==> config.mk <==
export PLATFORM = sky130hd
export DESIGN_NAME = add_issue_sched
export DESIGN_NICKNAME = d
export VERILOG_FILES = /design/src/rtl/add_sched_pkg.sv /design/src/rtl/rr_arbiter.sv /design/src/rtl/add_issue_sched.sv
export SDC_FILE = /design/constraint.sdc
export NUM_CORES = 1
export LEC_CHECK = 0
export CAP_MARGIN = 40
export CORE_AREA = 2 2 168 170
export CTS_BUF_LIST = sky130_fd_sc_hd__clkbuf_4
export DETAILED_ROUTE_END_ITERATION = 10
export DIE_AREA = 0 0 170 172
export DONT_BUFFER_PORTS = 1
export PLACE_DENSITY = 0.52
export SLEW_MARGIN = 25
export SYNTH_ARGS = -nofsm -noshare
export SYNTH_HDL_FRONTEND = slang
export SYNTH_SLANG_ARGS = --single-unit
==> constraint.sdc <==
create_clock -name clk -period 7.65 [get_ports clk]
set_input_delay 2.295 -clock clk [delete_from_list [all_inputs] [get_ports clk]]
set_output_delay 2.295 -clock clk [all_outputs]
set_load 0.02 [all_outputs]
==> src/rtl/add_sched_pkg.sv <==
// Shared defaults and helpers for the add-pipe issue scheduler.
package add_sched_pkg;

  localparam int WIDTH_D = 32;
  localparam int NREQ_D  = 4;
  localparam int RDW_D   = 5;
  localparam int LAT_D   = 3;

  // Round-robin successor of a requester index, wrapping at n.
  function automatic int rr_next(input int idx, input int n);
    return (idx + 1 >= n) ? 0 : idx + 1;
  endfunction

endpackage

==> src/rtl/rr_arbiter.sv <==
// Combinational rotating-priority arbiter: the first eligible requester at or
// after ptr (circularly) wins. The pointer register lives in the parent.
module rr_arbiter #(
  parameter int NREQ = 4,
  parameter int SRCW = $clog2(NREQ)
) (
  input  logic [NREQ-1:0] req_elig,
  input  logic [SRCW-1:0] ptr,
  output logic [NREQ-1:0] gnt,
  output logic [SRCW-1:0] gnt_idx,
  output logic            gnt_any
);

  // Circular scan starting at ptr; only the first hit is granted
  always_comb begin
    int idx;
    // NOTE: every output gets a default before the loop so no path leaves a
    // value unassigned; otherwise synthesis infers a latch.
    gnt     = '0;
    gnt_idx = '0;
    gnt_any = 1'b0;
    idx     = 0;
    for (int k = 0; k < NREQ; k++) begin
      idx = int'(ptr) + k;
      if (idx >= NREQ) idx = idx - NREQ;
      if (!gnt_any && req_elig[idx]) begin
        gnt[idx] = 1'b1;
        gnt_idx  = SRCW'(idx);
        gnt_any  = 1'b1;
      end
    end
  end

endmodule

==> src/rtl/add_issue_sched.sv <==
// Issue scheduler sharing one external pipelined adder between NREQ requesters.
// Round-robin grant, one issue per cycle, a per-destination busy scoreboard to
// block read-after-write hazards, and a LAT-deep tracker that tags each op so
// its result returns as {rd, sum, src} on the writeback port.
module add_issue_sched
  import add_sched_pkg::*;
#(
  parameter int WIDTH = WIDTH_D,
  parameter int NREQ  = NREQ_D,
  parameter int RDW   = RDW_D,
  parameter int LAT   = LAT_D,
  parameter int SRCW  = $clog2(NREQ)
) (
  input  logic                 clk,
  input  logic                 rst,
  input  logic [NREQ-1:0]      req,
  input  logic [NREQ*WIDTH-1:0] req_a,
  input  logic [NREQ*WIDTH-1:0] req_b,
  input  logic [NREQ*RDW-1:0]  req_rd,
  input  logic                 hold,
  output logic [NREQ-1:0]      gnt,
  output logic [WIDTH-1:0]     pipe_a,
  output logic [WIDTH-1:0]     pipe_b,
  output logic                 pipe_start,
  output logic [RDW-1:0]       pipe_rd,
  input  logic [WIDTH-1:0]     pipe_sum,
  input  logic [RDW-1:0]       pipe_rdout,
  output logic                 wb_valid,
  output logic [WIDTH-1:0]     wb_data,
  output logic [RDW-1:0]       wb_rd,
  output logic [SRCW-1:0]      wb_src,
  output logic                 tag_err,
  output logic                 idle
);

  typedef struct packed {
    logic            v;
    logic [SRCW-1:0] src;
    logic [RDW-1:0]  rd;
  } trk_entry_t;

  logic [NREQ-1:0]    elig;
  logic [SRCW-1:0]    gnt_idx;
  logic               gnt_any;
  logic [SRCW-1:0]    rr_ptr;
  logic [SRCW-1:0]    pipe_src;
  logic [2**RDW-1:0]  busy;
  trk_entry_t         trk [LAT];
  trk_entry_t         tail;
  logic               trk_any;
  logic [WIDTH-1:0]   sel_a;
  logic [WIDTH-1:0]   sel_b;
  logic [RDW-1:0]     sel_rd;

  // A requester is eligible when pending, its destination is not in flight,
  // issue is not held off, and the block is not in reset
  always_comb begin
    elig = '0;
    for (int i = 0; i < NREQ; i++)
      elig[i] = req[i] & ~busy[req_rd[i*RDW +: RDW]] & ~hold & ~rst;
  end

  rr_arbiter #(
    .NREQ (NREQ),
    .SRCW (SRCW)
  ) u_arb (
    .req_elig (elig),
    .ptr      (rr_ptr),
    .gnt      (gnt),
    .gnt_idx  (gnt_idx),
    .gnt_any  (gnt_any)
  );

  // Operand/destination of the winning requester
  always_comb begin
    sel_a  = req_a[int'(gnt_idx)*WIDTH +: WIDTH];
    sel_b  = req_b[int'(gnt_idx)*WIDTH +: WIDTH];
    sel_rd = req_rd[int'(gnt_idx)*RDW +: RDW];
  end

  // Issue registers: launch the granted op into the adder, advance rr pointer
  always_ff @(posedge clk or posedge rst) begin
    if (rst) begin
      pipe_a     <= '0;
      pipe_b     <= '0;
      pipe_rd    <= '0;
      pipe_src   <= '0;
      pipe_start <= 1'b0;
      rr_ptr     <= '0;
    end else begin
      // NOTE: state is updated with non-blocking assignments so every flop
      // samples pre-edge values, independent of statement order.
      pipe_start <= gnt_any;
      if (gnt_any) begin
        pipe_a   <= sel_a;
        pipe_b   <= sel_b;
        pipe_rd  <= sel_rd;
        pipe_src <= gnt_idx;
        rr_ptr   <= SRCW'(rr_next(int'(gnt_idx), NREQ));
      end
    end
  end

  // Busy scoreboard: set on grant, cleared when the op writes back. A clear
  // and a set never target the same rd in one cycle because a busy rd is
  // ineligible for the whole cycle in which it clears.
  always_ff @(posedge clk or posedge rst) begin
    if (rst) begin
      // NOTE: this register file is reset, unlike a datapath RAM, because a
      // stale busy bit would block its destination forever.
      busy <= '0;
    end else begin
      if (tail.v)  busy[tail.rd] <= 1'b0;
      if (gnt_any) busy[sel_rd]  <= 1'b1;
    end
  end

  // Tracker shift register follows each op through the adder's latency
  always_ff @(posedge clk or posedge rst) begin
    if (rst) begin
      for (int s = 0; s < LAT; s++) trk[s] <= '0;
    end else begin
      trk[0] <= '{v: pipe_start, src: pipe_src, rd: pipe_rd};
      for (int s = 1; s < LAT; s++) trk[s] <= trk[s-1];
    end
  end

  // Any op still travelling through the tracker
  always_comb begin
    trk_any = 1'b0;
    for (int s = 0; s < LAT; s++) trk_any = trk_any | trk[s].v;
  end

  // Sticky flag: adder returned a different tag than the one we tracked
  always_ff @(posedge clk or posedge rst) begin
    if (rst)                              tag_err <= 1'b0;
    else if (tail.v && pipe_rdout != tail.rd) tag_err <= 1'b1;
  end

  assign tail     = trk[LAT-1];
  assign wb_valid = tail.v;
  assign wb_rd    = tail.rd;
  assign wb_src   = tail.src;
  assign wb_data  = pipe_sum;
  assign idle     = ~trk_any & ~pipe_start & ~(|req);

endmodule

==> flow_summary.yaml <==
floorplan:
  start_util: 0.330
  coreArea_um2: 27500
  die_y_um: 172
  fp-row-count: 61
  dieArea_um2: 29200
  io_pins: 436
  die_x_um: 170
placement:
  dp_slack_ns: 0.383
  dp.final_hpwl_mm: 24.1
  port_buffers: 0
  routabilityCongestion: 0.920
setup_path:
  r2r_start: "busy[19]"
  crit_fanout: 11
  arrival_ns: 5.04
  reg2regPathDepth: 12
  path_class: "primary input to output pin"
  required_ns: 5.36
  crit_path_end_kind: "output pin"
  startpoint_type: "primary input"
  timing.rr.end: "busy[2]"
  regToRegSetupSlack_ns: 2.44
clock_tree:
  cts_resized: 0
  path_clk_slew_ns: 0.13
  cts_inserted_buffers: 17
  clock_latency_ns: 0.55
  hold_buffers: 0
  cts_tree: "built"
  cts_setup_buffers: 0
  cts.sinks: 131
  htreeDepth: 4
  cts.path.max_buffers: 2
  root_buffer: "clkbuf_4"
hold_path:
  hold_class: "register to register"
  whs_path_depth: 0
  holdPathEnd: "trk[14]"
  min-delay-start: "trk[22]"
synthesis:
  ys_ff_latch: 131
  synth_top_area_share: 0.362
  ys_warn_count: 0
  synth_seq_area_share: 0.362
  synthTopCellsByArea: "dfrtp_1 36%, mux2i_1 16%, mux4_2 8.9%"
  async_flop_share: 1.00
  synth_area_um2: 9070
  avgSynthCellArea_um2: 10.3
  syn-num-nets: 1205
  yosys.area.top_type: "dfrtp_1"
  synthCells: 877
  ys.flop_type: "dfrtp_1"
  yosysUniqueCellTypes: 54
  synth-edff-count: 0
sta:
  fmax_ghz: 0.136
  finalHoldViolCount: 0
  setup_viol: 0
  fin_skew_ns: 0.0362
  maxSlewHeadroom: 0.498
  drv_slew: 0
  fin_ws_ns: 0.313
  tightest_slew_ns: 0.752
  fin_crit_sh: 0.959
  min_period_ns: 7.34
  rsz0062_at_grt: "false"
  tns_ns: 0
global_route:
  first_global_vias: 6723
  overflow: 0
  grt_max_degree: 81
  gr-usage-all-layers: 0.209
  grt_pass1_wl_mm: 44.9
  grt_antenna_before_repair: 6
run:
  maxCapViolations: 0
power_and_ir_drop:
  ir_drop_v: 0.000382
  power_density_nw_per_um2: 577
  cellLeakagePower_nw: 4.03
detailed_routing:
  vias: 7077
  routedWlPerCell_um: 27.2
  drc: 0
  ant_nets: 0
  via_per_inst: 6.06
  wirelength_mm: 31.8
  drt_pass1_iterations: 5
  drtIter0Drc: 649
outcome:
  status: "finished clean"
layout:
  nNetsFinal: 1134
  area_growth_syn_to_layout_pct: 3.77
  layout.area.seq_um2: 3280
  finish.utilization: 0.342
  fill_cells: 2804
  final_layout_size_suffix_gt1_frac: 0.179
  multiInputGateArea_um2: 5160
-- logic make-up (layout without fill, tap and decap cells) --
group	Yosys count	count (layout)	synth area share
muxes	217	217	0.299
AOI/OAI and AO/OA	201	201	0.144
and+or+nand+nor	197	197	0.108
DFF	131	131	0.362
buffers and inverters	118	60	0.0722
adders and majority gates	8	8	0.0110
xor gates and xnor gates	5	5	0.00483
other	0	3	0
-- cell usage after synthesis (all sizes together) (2+ instances only) --
cell / number
mux2i: 145
dfrtp: 131
o21ai: 105
nand2: 92
buf: 72
o221ai: 41
mux4: 38
clkbuf: 37
mux2: 34
nor2: 23
nand3: 21
a21oi: 18
inv: 9
nor3: 9
nor4b: 9
or3: 9
ha: 8
nand3b: 8
nor4: 7
or4: 6
a21o: 5
a221oi: 5
a31o: 4
a31oi: 4
and3: 4
nor3b: 4
a21boi: 3
a22oi: 3
or3b: 3
xor2: 3
a2bb2oi: 2
o211ai: 2
o31a: 2
xnor2: 2
-- critical path, stage by stage --
cell      delay [ns]
mux4_1          0.53
mux4_2          0.50
nor3_2          0.17
a21oi_2         0.11
mux4_2          0.50
a21oi_1         0.20
buf_4           0.21
a221oi_1        0.08
o21ai_0         0.24
buf_4           0.19
-- worst max-delay path by stage --
stage                     startpoint  endpoint  slack [ns]  depth (start not counted)
after floorplan           req_rd[15]    gnt[0]        0.21                         10
after global placement     req_rd[1]    gnt[3]        0.45                         10
after detailed placement   req_rd[1]    gnt[2]        0.38                         10
after CTS                  req_rd[1]    gnt[2]        0.38                         10
after global routing            hold    gnt[2]        0.15                         10
final                      req_rd[1]    gnt[2]        0.31                         10
-- placed cells by master, fill, tap and decap left out, types with 21 or more instances in the layout --
| cell type | instances |
|---|---|
| dfrtp_1 | 131 |
| mux2_2 | 31 |
| mux2i_1 | 145 |
| mux4_2 | 36 |
| nand2_1 | 92 |
| nand3_1 | 21 |
| nor2_1 | 23 |
| o21ai_0 | 87 |
| o221ai_1 | 41 |
-- report_power, final --
| group | internal [mW] | leakage (nW) | total [mW] | switching, mW |
|---|---|---|---|---|
| combinational | 1.37 | 2.38 | 3.24 | 1.87 |
| clock | 0.152 | 0.155 | 0.488 | 0.336 |
| sequential | 1.06 | 1.50 | 1.71 | 0.646 |
-- sequential cells by signal, summed over array words and instances (netlist names) --
name        count
busy           32
pipe_b         32
rr_ptr          2
tag_err         1
pipe_a         32
wb_src          2
pipe_start      1
pipe_rd         5
wb_rd           5
wb_valid        1
pipe_src        2
trk            16
-- stage by stage --
step	hold slack [ns]	instances	cell area, um^2	total power, mW
CTS	0.366	1165	9400	5.49
global route	0.368	1167	9410	5.86
finish	0.362	1168	9410	5.43
detailed placement	0.335	1133	9110	4.99
global placement	0.332	1131	9080	4.93
floorplan	0.331	877	9070	4.15
-- cell type report --
type	instances	share of cell area
sequential	131	0.348
tap	346	0.0460
inverter	9	0.00412
multi-input combinational	628	0.549
antenna	3	0.000798
timing repair buffer	19	0.0213
clock buffer	17	0.0136
clock inverter	15	0.0170
-- per-layer routing --
metal  share of wire  global-route usage  vias up
li1                -                   -     3148
met1            0.41               0.274     3541
met2            0.47               0.330      342
met3           0.090              0.0689       40
met4           0.020              0.0621        6
met5         0.00091                   0        -
No activity file was read; power rests on OpenSTA's default activity.
